## config.mk

```make
export PLATFORM = sky130hd
export DESIGN_NAME = uart_fifo_bridge_flat
export DESIGN_NICKNAME = d
export VERILOG_FILES = /design/src/rtl/uart_fifo_bridge_if.sv /design/src/rtl/uart_fifo_bridge.sv /design/src/flat_wrapper.sv
export SDC_FILE = /design/constraint.sdc
export NUM_CORES = 1
export LEC_CHECK = 0
export ABC_AREA = 1
export CAP_MARGIN = 20
export CORE_MARGIN = 1
export CORE_UTILIZATION = 46
export DETAILED_ROUTE_END_ITERATION = 8
export GPL_ROUTABILITY_DRIVEN = 0
export PLACE_DENSITY = 0.6
export SYNTH_ARGS = -nofsm -noshare
export SYNTH_HDL_FRONTEND = slang
export SYNTH_SLANG_ARGS = --single-unit
```

## constraint.sdc

```tcl
create_clock -name clk -period 32.6 [get_ports clk]
set_input_delay 9.78 -clock clk [delete_from_list [all_inputs] [get_ports clk]]
set_output_delay 9.78 -clock clk [all_outputs]
set_load 0.02 [all_outputs]
```

## src/rtl/uart_fifo_bridge_if.sv

```systemverilog
// Host-side and uart-side signal bundle for uart_fifo_bridge.
// The bridge takes the slave modport; the host/uart environment takes master.
interface uart_fifo_bridge_if #(
  parameter int unsigned TX_AW = 4,
  parameter int unsigned RX_AW = 4
);
  logic             wr_en;
  logic [7:0]       wr_data;
  logic             tx_full;
  logic [TX_AW:0]   tx_count;
  logic             rd_en;
  logic [7:0]       rd_data;
  logic             rx_empty;
  logic [RX_AW:0]   rx_count;
  logic             rx_overflow;
  logic             clr_ovf;
  logic             uart_transmit_n;
  logic [7:0]       uart_tx_byte;
  logic             uart_is_transmitting;
  logic             uart_received;
  logic [7:0]       uart_rx_byte;
  logic             uart_recv_error;
  logic [7:0]       err_count;

  modport slave (
    input  wr_en, wr_data, rd_en, clr_ovf,
    input  uart_is_transmitting, uart_received, uart_rx_byte, uart_recv_error,
    output tx_full, tx_count, rd_data, rx_empty, rx_count, rx_overflow,
    output uart_transmit_n, uart_tx_byte, err_count
  );

  modport master (
    output wr_en, wr_data, rd_en, clr_ovf,
    output uart_is_transmitting, uart_received, uart_rx_byte, uart_recv_error,
    input  tx_full, tx_count, rd_data, rx_empty, rx_count, rx_overflow,
    input  uart_transmit_n, uart_tx_byte, err_count
  );
endinterface

```

## src/rtl/uart_fifo_bridge.sv

```systemverilog
// Byte-buffered TX/RX FIFO front end for the uart core with a registered launch FSM.
// Optional frame-error counter enabled by defining UART_BRIDGE_ERRCNT_EN.
module uart_fifo_bridge #(
  parameter int unsigned TX_AW = 4,
  parameter int unsigned RX_AW = 4
) (
  input  logic               clk,
  input  logic               rst,
  uart_fifo_bridge_if.slave  bus
);
  localparam int unsigned    TX_DEPTH    = 1 << TX_AW;
  localparam int unsigned    RX_DEPTH    = 1 << RX_AW;
  localparam logic [TX_AW:0] TX_FULL_CNT = (TX_AW + 1)'(TX_DEPTH);
  localparam logic [RX_AW:0] RX_FULL_CNT = (RX_AW + 1)'(RX_DEPTH);

  typedef enum logic [1:0] {T_IDLE, T_LAUNCH, T_WAIT_BUSY, T_WAIT_DONE} tx_state_e;

  tx_state_e          state_q, state_d;
  logic [1:0]         tmo_q, tmo_d;
  logic               tx_n_q, tx_n_d;
  logic [7:0]         tx_byte_q, tx_byte_d;

  logic [7:0]         tx_mem_q [TX_DEPTH];
  logic [7:0]         tx_mem_d [TX_DEPTH];
  logic [TX_AW-1:0]   tx_wr_ptr_q, tx_wr_ptr_d, tx_rd_ptr_q, tx_rd_ptr_d;
  logic [TX_AW:0]     tx_count_q, tx_count_d;

  logic [7:0]         rx_mem_q [RX_DEPTH];
  logic [7:0]         rx_mem_d [RX_DEPTH];
  logic [RX_AW-1:0]   rx_wr_ptr_q, rx_wr_ptr_d, rx_rd_ptr_q, rx_rd_ptr_d;
  logic [RX_AW:0]     rx_count_q, rx_count_d;
  logic               rx_ovf_q, rx_ovf_d;

  logic tx_full, tx_push, tx_pop;
  logic rx_full, rx_empty, rx_push, rx_pop;

  always_comb begin
    tx_full   = (tx_count_q == TX_FULL_CNT);
    tx_push   = bus.wr_en && !tx_full;
    tx_pop    = 1'b0;
    state_d   = state_q;
    tmo_d     = tmo_q;
    tx_n_d    = 1'b1;
    tx_byte_d = tx_byte_q;

    case (state_q)
      T_IDLE: begin
        if (tx_count_q != '0 && !bus.uart_is_transmitting) begin
          tx_byte_d = tx_mem_q[tx_rd_ptr_q];
          tx_n_d    = 1'b0;
          tx_pop    = 1'b1;
          state_d   = T_LAUNCH;
        end
      end
      T_LAUNCH: begin
        tmo_d   = '0;
        state_d = T_WAIT_BUSY;
      end
      T_WAIT_BUSY: begin
        // Four cycles here without busy means the uart missed the strobe.
        if (bus.uart_is_transmitting) begin
          state_d = T_WAIT_DONE;
        end else if (tmo_q == 2'd3) begin
          state_d = T_IDLE;
        end else begin
          tmo_d = tmo_q + 2'd1;
        end
      end
      T_WAIT_DONE: begin
        if (!bus.uart_is_transmitting) state_d = T_IDLE;
      end
      default: state_d = T_IDLE;
    endcase

    tx_mem_d    = tx_mem_q;
    tx_wr_ptr_d = tx_wr_ptr_q;
    tx_rd_ptr_d = tx_rd_ptr_q;
    if (tx_push) begin
      tx_mem_d[tx_wr_ptr_q] = bus.wr_data;
      tx_wr_ptr_d           = tx_wr_ptr_q + 1'b1;
    end
    if (tx_pop) tx_rd_ptr_d = tx_rd_ptr_q + 1'b1;
    case ({tx_push, tx_pop})
      2'b10:   tx_count_d = tx_count_q + 1'b1;
      2'b01:   tx_count_d = tx_count_q - 1'b1;
      default: tx_count_d = tx_count_q;
    endcase
  end

  always_comb begin
    rx_full  = (rx_count_q == RX_FULL_CNT);
    rx_empty = (rx_count_q == '0);
    rx_pop   = bus.rd_en && !rx_empty;
    // A full FIFO still accepts a byte when a read frees the head slot.
    rx_push  = bus.uart_received && (!rx_full || rx_pop);

    rx_mem_d    = rx_mem_q;
    rx_wr_ptr_d = rx_wr_ptr_q;
    rx_rd_ptr_d = rx_rd_ptr_q;
    if (rx_push) begin
      rx_mem_d[rx_wr_ptr_q] = bus.uart_rx_byte;
      rx_wr_ptr_d           = rx_wr_ptr_q + 1'b1;
    end
    if (rx_pop) rx_rd_ptr_d = rx_rd_ptr_q + 1'b1;
    case ({rx_push, rx_pop})
      2'b10:   rx_count_d = rx_count_q + 1'b1;
      2'b01:   rx_count_d = rx_count_q - 1'b1;
      default: rx_count_d = rx_count_q;
    endcase

    if (bus.uart_received && rx_full && !rx_pop) begin
      rx_ovf_d = 1'b1;
    end else if (bus.clr_ovf) begin
      rx_ovf_d = 1'b0;
    end else begin
      rx_ovf_d = rx_ovf_q;
    end
  end

  always_ff @(posedge clk or posedge rst) begin
    if (rst) begin
      state_q     <= T_IDLE;
      tmo_q       <= '0;
      tx_n_q      <= 1'b1;
      tx_byte_q   <= '0;
      tx_mem_q    <= '{default: '0};
      tx_wr_ptr_q <= '0;
      tx_rd_ptr_q <= '0;
      tx_count_q  <= '0;
      rx_mem_q    <= '{default: '0};
      rx_wr_ptr_q <= '0;
      rx_rd_ptr_q <= '0;
      rx_count_q  <= '0;
      rx_ovf_q    <= 1'b0;
    end else begin
      state_q     <= state_d;
      tmo_q       <= tmo_d;
      tx_n_q      <= tx_n_d;
      tx_byte_q   <= tx_byte_d;
      tx_mem_q    <= tx_mem_d;
      tx_wr_ptr_q <= tx_wr_ptr_d;
      tx_rd_ptr_q <= tx_rd_ptr_d;
      tx_count_q  <= tx_count_d;
      rx_mem_q    <= rx_mem_d;
      rx_wr_ptr_q <= rx_wr_ptr_d;
      rx_rd_ptr_q <= rx_rd_ptr_d;
      rx_count_q  <= rx_count_d;
      rx_ovf_q    <= rx_ovf_d;
    end
  end

  assign bus.tx_full         = tx_full;
  assign bus.tx_count        = tx_count_q;
  assign bus.rx_empty        = rx_empty;
  assign bus.rx_count        = rx_count_q;
  assign bus.rd_data         = rx_empty ? '0 : rx_mem_q[rx_rd_ptr_q];
  assign bus.rx_overflow     = rx_ovf_q;
  assign bus.uart_transmit_n = tx_n_q;
  assign bus.uart_tx_byte    = tx_byte_q;

`ifdef UART_BRIDGE_ERRCNT_EN
  logic [7:0] err_cnt_q, err_cnt_d;

  always_comb begin
    err_cnt_d = err_cnt_q;
    if (bus.uart_recv_error) begin
      if (err_cnt_q != 8'hFF) err_cnt_d = err_cnt_q + 8'd1;
    end else if (bus.clr_ovf) begin
      err_cnt_d = '0;
    end
  end

  always_ff @(posedge clk or posedge rst) begin
    if (rst) err_cnt_q <= '0;
    else     err_cnt_q <= err_cnt_d;
  end

  assign bus.err_count = err_cnt_q;
`else
  logic unused_recv_error;
  assign unused_recv_error = bus.uart_recv_error;
  assign bus.err_count     = '0;
`endif
endmodule
```

## src/flat_wrapper.sv

```systemverilog
// flat-port wrapper written by rule: the top's interface ports become plain ports
module uart_fifo_bridge_flat 
#(
  parameter int unsigned TX_AW = 4,
  parameter int unsigned RX_AW = 4
)
  (clk, rst, bus_wr_en, bus_wr_data, bus_rd_en, bus_clr_ovf, bus_uart_is_transmitting, bus_uart_received, bus_uart_rx_byte, bus_uart_recv_error, bus_tx_full, bus_tx_count, bus_rd_data, bus_rx_empty, bus_rx_count, bus_rx_overflow, bus_uart_transmit_n, bus_uart_tx_byte, bus_err_count);
  uart_fifo_bridge_if #(.TX_AW(TX_AW), .RX_AW(RX_AW)) bus_i ();
  input  logic clk;
  input  logic rst;
  input wire logic [$bits(bus_i.wr_en)-1:0] bus_wr_en;
  input wire logic [$bits(bus_i.wr_data)-1:0] bus_wr_data;
  input wire logic [$bits(bus_i.rd_en)-1:0] bus_rd_en;
  input wire logic [$bits(bus_i.clr_ovf)-1:0] bus_clr_ovf;
  input wire logic [$bits(bus_i.uart_is_transmitting)-1:0] bus_uart_is_transmitting;
  input wire logic [$bits(bus_i.uart_received)-1:0] bus_uart_received;
  input wire logic [$bits(bus_i.uart_rx_byte)-1:0] bus_uart_rx_byte;
  input wire logic [$bits(bus_i.uart_recv_error)-1:0] bus_uart_recv_error;
  output wire logic [$bits(bus_i.tx_full)-1:0] bus_tx_full;
  output wire logic [$bits(bus_i.tx_count)-1:0] bus_tx_count;
  output wire logic [$bits(bus_i.rd_data)-1:0] bus_rd_data;
  output wire logic [$bits(bus_i.rx_empty)-1:0] bus_rx_empty;
  output wire logic [$bits(bus_i.rx_count)-1:0] bus_rx_count;
  output wire logic [$bits(bus_i.rx_overflow)-1:0] bus_rx_overflow;
  output wire logic [$bits(bus_i.uart_transmit_n)-1:0] bus_uart_transmit_n;
  output wire logic [$bits(bus_i.uart_tx_byte)-1:0] bus_uart_tx_byte;
  output wire logic [$bits(bus_i.err_count)-1:0] bus_err_count;
  assign bus_i.wr_en = bus_wr_en;
  assign bus_i.wr_data = bus_wr_data;
  assign bus_i.rd_en = bus_rd_en;
  assign bus_i.clr_ovf = bus_clr_ovf;
  assign bus_i.uart_is_transmitting = bus_uart_is_transmitting;
  assign bus_i.uart_received = bus_uart_received;
  assign bus_i.uart_rx_byte = bus_uart_rx_byte;
  assign bus_i.uart_recv_error = bus_uart_recv_error;
  assign bus_tx_full = bus_i.tx_full;
  assign bus_tx_count = bus_i.tx_count;
  assign bus_rd_data = bus_i.rd_data;
  assign bus_rx_empty = bus_i.rx_empty;
  assign bus_rx_count = bus_i.rx_count;
  assign bus_rx_overflow = bus_i.rx_overflow;
  assign bus_uart_transmit_n = bus_i.uart_transmit_n;
  assign bus_uart_tx_byte = bus_i.uart_tx_byte;
  assign bus_err_count = bus_i.err_count;
  uart_fifo_bridge #(.TX_AW(TX_AW), .RX_AW(RX_AW)) u_core (.clk(clk), .rst(rst), .bus(bus_i));
endmodule
```

==> results.json <==
{
  "core_mm2": 0.0318,
  "die_w_um": 183,
  "via_count": 11713,
  "cts.sinks": 296,
  "grt_pass1_wl_um": 60500,
  "cts.clk_slew.worst_paths_ns": 0.06,
  "viasPerCell": 5.06,
  "ys_types": 42,
  "rows": 65,
  "tightestPinTransition_ns": 0.994,
  "status": "finished, final reports clean",
  "reg2reg_depth": 10,
  "hold_buffers": 0,
  "finalNonFillerCells": 2315,
  "ys_seq_area_share_pct": 49.4,
  "maxCapViolCount": 0,
  "drive_gt1_share_pct": 6.76,
  "startpoint": "u_core.rx_rd_ptr_q[0]",
  "cts_tree": "built",
  "p_sw_uw": 694,
  "routed_wl_um": 37100,
  "cts_resized": 0,
  "layout_commonest_cell": "nand2_1",
  "async_flop_share_pct": 100,
  "setup_violations": 0,
  "synth_seq_cells": 296,
  "worstPathRequired_ns": 22.82,
  "arrival_ns": 3.68,
  "drtIter0Drc": 803,
  "numCtsBuffers": 34,
  "synth_edf_count": 0,
  "reg2reg_slack_ns": 29.58,
  "die_y_um": 183,
  "netlist_instances": 1871,
  "postSynthAreaPerCell_um2": 8.02,
  "peakVddDrop_mv": 0.0601,
  "io_pins": 62,
  "place_ws_ns": 19.66,
  "drc_errors": 0,
  "clock-root-buffer": "clkbuf_16",
  "setup_tns_ns": 0,
  "crit_path_end_kind": "output port",
  "portBuffers": 52,
  "rsz0062_at_grt": "no",
  "r2r_end": "u_core.bus.uart_tx_byte[4]",
  "ys.flop_type": "dfrtp_1",
  "clkPwrFrac_pct": 21.8,
  "hold_viol": 0,
  "netlist_area_mm2": 0.0150,
  "wire_per_inst_um": 16.0,
  "p_comb_share_pct": 41.9,
  "cp-start-kind": "register",
  "setup_ws_ns": 19.14,
  "syn_to_final_growth_pct": 10.0,
  "post-place-cells": 2255,
  "relSlewSlack_pct": 33.5,
  "internal_power_uw": 1000,
  "cts_max_level": 2,
  "reg2reg_from": "u_core.tx_rd_ptr_q[0]",
  "most-common-layout-cells": "nand2_1, dfrtp_1, nand3_1",
  "drtPass1Iterations": 5,
  "hpwlAfterDp_um": 23000,
  "p_sw_share_pct": 41.0,
  "post_cts_buffers": 0,
  "power_density_mw_per_mm2": 103,
  "drv_slew": 0,
  "fin_skew_ns": 0.0280,
  "clockBufferDepth": 3,
  "grt-ovfl-total": 0,
  "grt_pass1_vias": 11381,
  "die_area_mm2": 0.0333,
  "seq_power_share_pct": 36.3,
  "hp-class": "register to register",
  "final_nets": 1899,
  "path_class": "register to output port",
  "cp-endpoint": "bus_rd_data[2]",
  "crit_fanout": 67,
  "insertion_delay_ns": 0.52,
  "fin_crit_sh_pct": 41.3,
  "start_util_pct": 47.2,
  "grt_max_degree": 98,
  "min_period_ns": 13.46,
  "nFillCells": 2985,
  "antennaDiodeCount": 0,
  "final_antenna_net_count": 0,
  "timing.fmax_mhz": 74.3,
  "ys_warn_count": 0,
  "antenna_found_initial": 0,
  "track_usage_pct": 22.9,
  "p_leak_uw": 0.00806
}
==> per-stage QoR <==
stage	power, uW	instance area [um^2]	util (%)	hold slack (ns)
after global routing	1830	16500	51.9	0.487
after detailed placement	1330	15400	48.5	0.460
after floorplan	1130	15000	-	0.443
final	1690	16500	51.9	0.470
after CTS	1710	16500	51.9	0.474
after global placement	1320	15400	48.5	0.454
==> power groups by stage <==
| stage | combinational (uW) | clock (uW) | sequential, uW |
|---|---|---|---|
| floorplan | 525 | 0 | 610 |
| global placement | 703 | 0 | 614 |
| detailed placement | 715 | 0 | 619 |
| CTS | 719 | 379 | 614 |
| global route | 805 | 393 | 634 |
| finish | 711 | 369 | 615 |
==> cells in the mapped netlist (all sizes together), types with 2 or more instances <==
| cell type | number | area [um^2] |
|---|---|---|
| o21bai | 2 | 15.0 |
| nor2 | 184 | 722 |
| nand3 | 231 | 1270 |
| clkbuf | 34 | 128 |
| nand4 | 7 | 110 |
| buf | 89 | 633 |
| ha | 18 | 225 |
| xnor2 | 3 | 26.3 |
| nand2 | 550 | 2220 |
| a21oi | 127 | 636 |
| xor2 | 15 | 131 |
| clkinv | 5 | 18.8 |
| inv | 162 | 611 |
| o21ai | 141 | 781 |
| dfrtp | 295 | 7380 |
==> sequential cells by signal, indices dropped and copies added (netlist names) <==
name	cells
u_core.state_q	2
u_core.bus.rx_count	5
u_core.tx_wr_ptr_q	4
u_core.bus.rx_overflow	1
u_core.rx_rd_ptr_q	4
u_core.bus.tx_count	5
u_core.rx_wr_ptr_q	4
u_core.tmo_q	2
u_core.tx_rd_ptr_q	4
u_core.rx_mem_q	128
u_core.bus.uart_transmit_n	1
u_core.tx_mem_q	128
u_core.bus.uart_tx_byte	8
==> area by class of cell <==
class	count	area [um^2]	area share [%]
flip-flops and latches	296	7410	44.9
well taps	435	544	3.30
multi-input cells	1292	6220	37.7
clock inverters	8	96.3	0.584
inverters	167	637	3.86
repair buffers	65	618	3.75
clock buffers	52	970	5.88
==> worst min path at each step <==
| stage | from | end | slack [ns] | cells past startpoint |
|---|---|---|---|---|
| finish | u_core.tx_mem_q[121] | u_core.tx_mem_q[121] | 0.47 | 2 |
| global route | u_core.tx_mem_q[120] | u_core.tx_mem_q[120] | 0.49 | 2 |
| CTS | u_core.tx_mem_q[121] | u_core.tx_mem_q[121] | 0.47 | 2 |
| detailed placement | u_core.tx_mem_q[121] | u_core.tx_mem_q[121] | 0.46 | 2 |
| global placement | u_core.tx_mem_q[30] | u_core.tx_mem_q[30] | 0.45 | 2 |
| floorplan | u_core.tx_mem_q[120] | u_core.tx_mem_q[120] | 0.44 | 2 |
==> layer usage <==
layer / wire length, um / share of wire (%) / vias up / GRT usage (%)
li1: - / - / 5888 / -
met1: 16300 / 44 / 5512 / 29.3
met2: 18300 / 49 / 231 / 40.2
met3: 1390 / 3.7 / 82 / 2.71
met4: 1140 / 3.1 / 0 / 7.73
met5: 0 / 0 / - / 0
==> kinds of logic after synthesis <==
kind of cell	synth area share, %
and+or+nand+nor	28.9
xor gates and xnor gates	1.05
AOI/OAI and AO/OA	9.69
DFF	49.4
adders and majority gates	1.64
other	0.0250
buffers and inverters	9.27
==> worst max-delay path, stage by stage, from the launching register on <==
cell	delay (ns)
dfrtp_2	0.39
buf_4	0.34
inv_2	0.46
buf_4	0.52
nand2_1	0.09
nand3_1	0.08
nand3_1	0.12
nand2_1	0.14
nand2_1	0.07
a21oi_1	0.26
clkdlybuf4s50_1	0.66
Note: power is estimated with default switching activity, not from simulation.
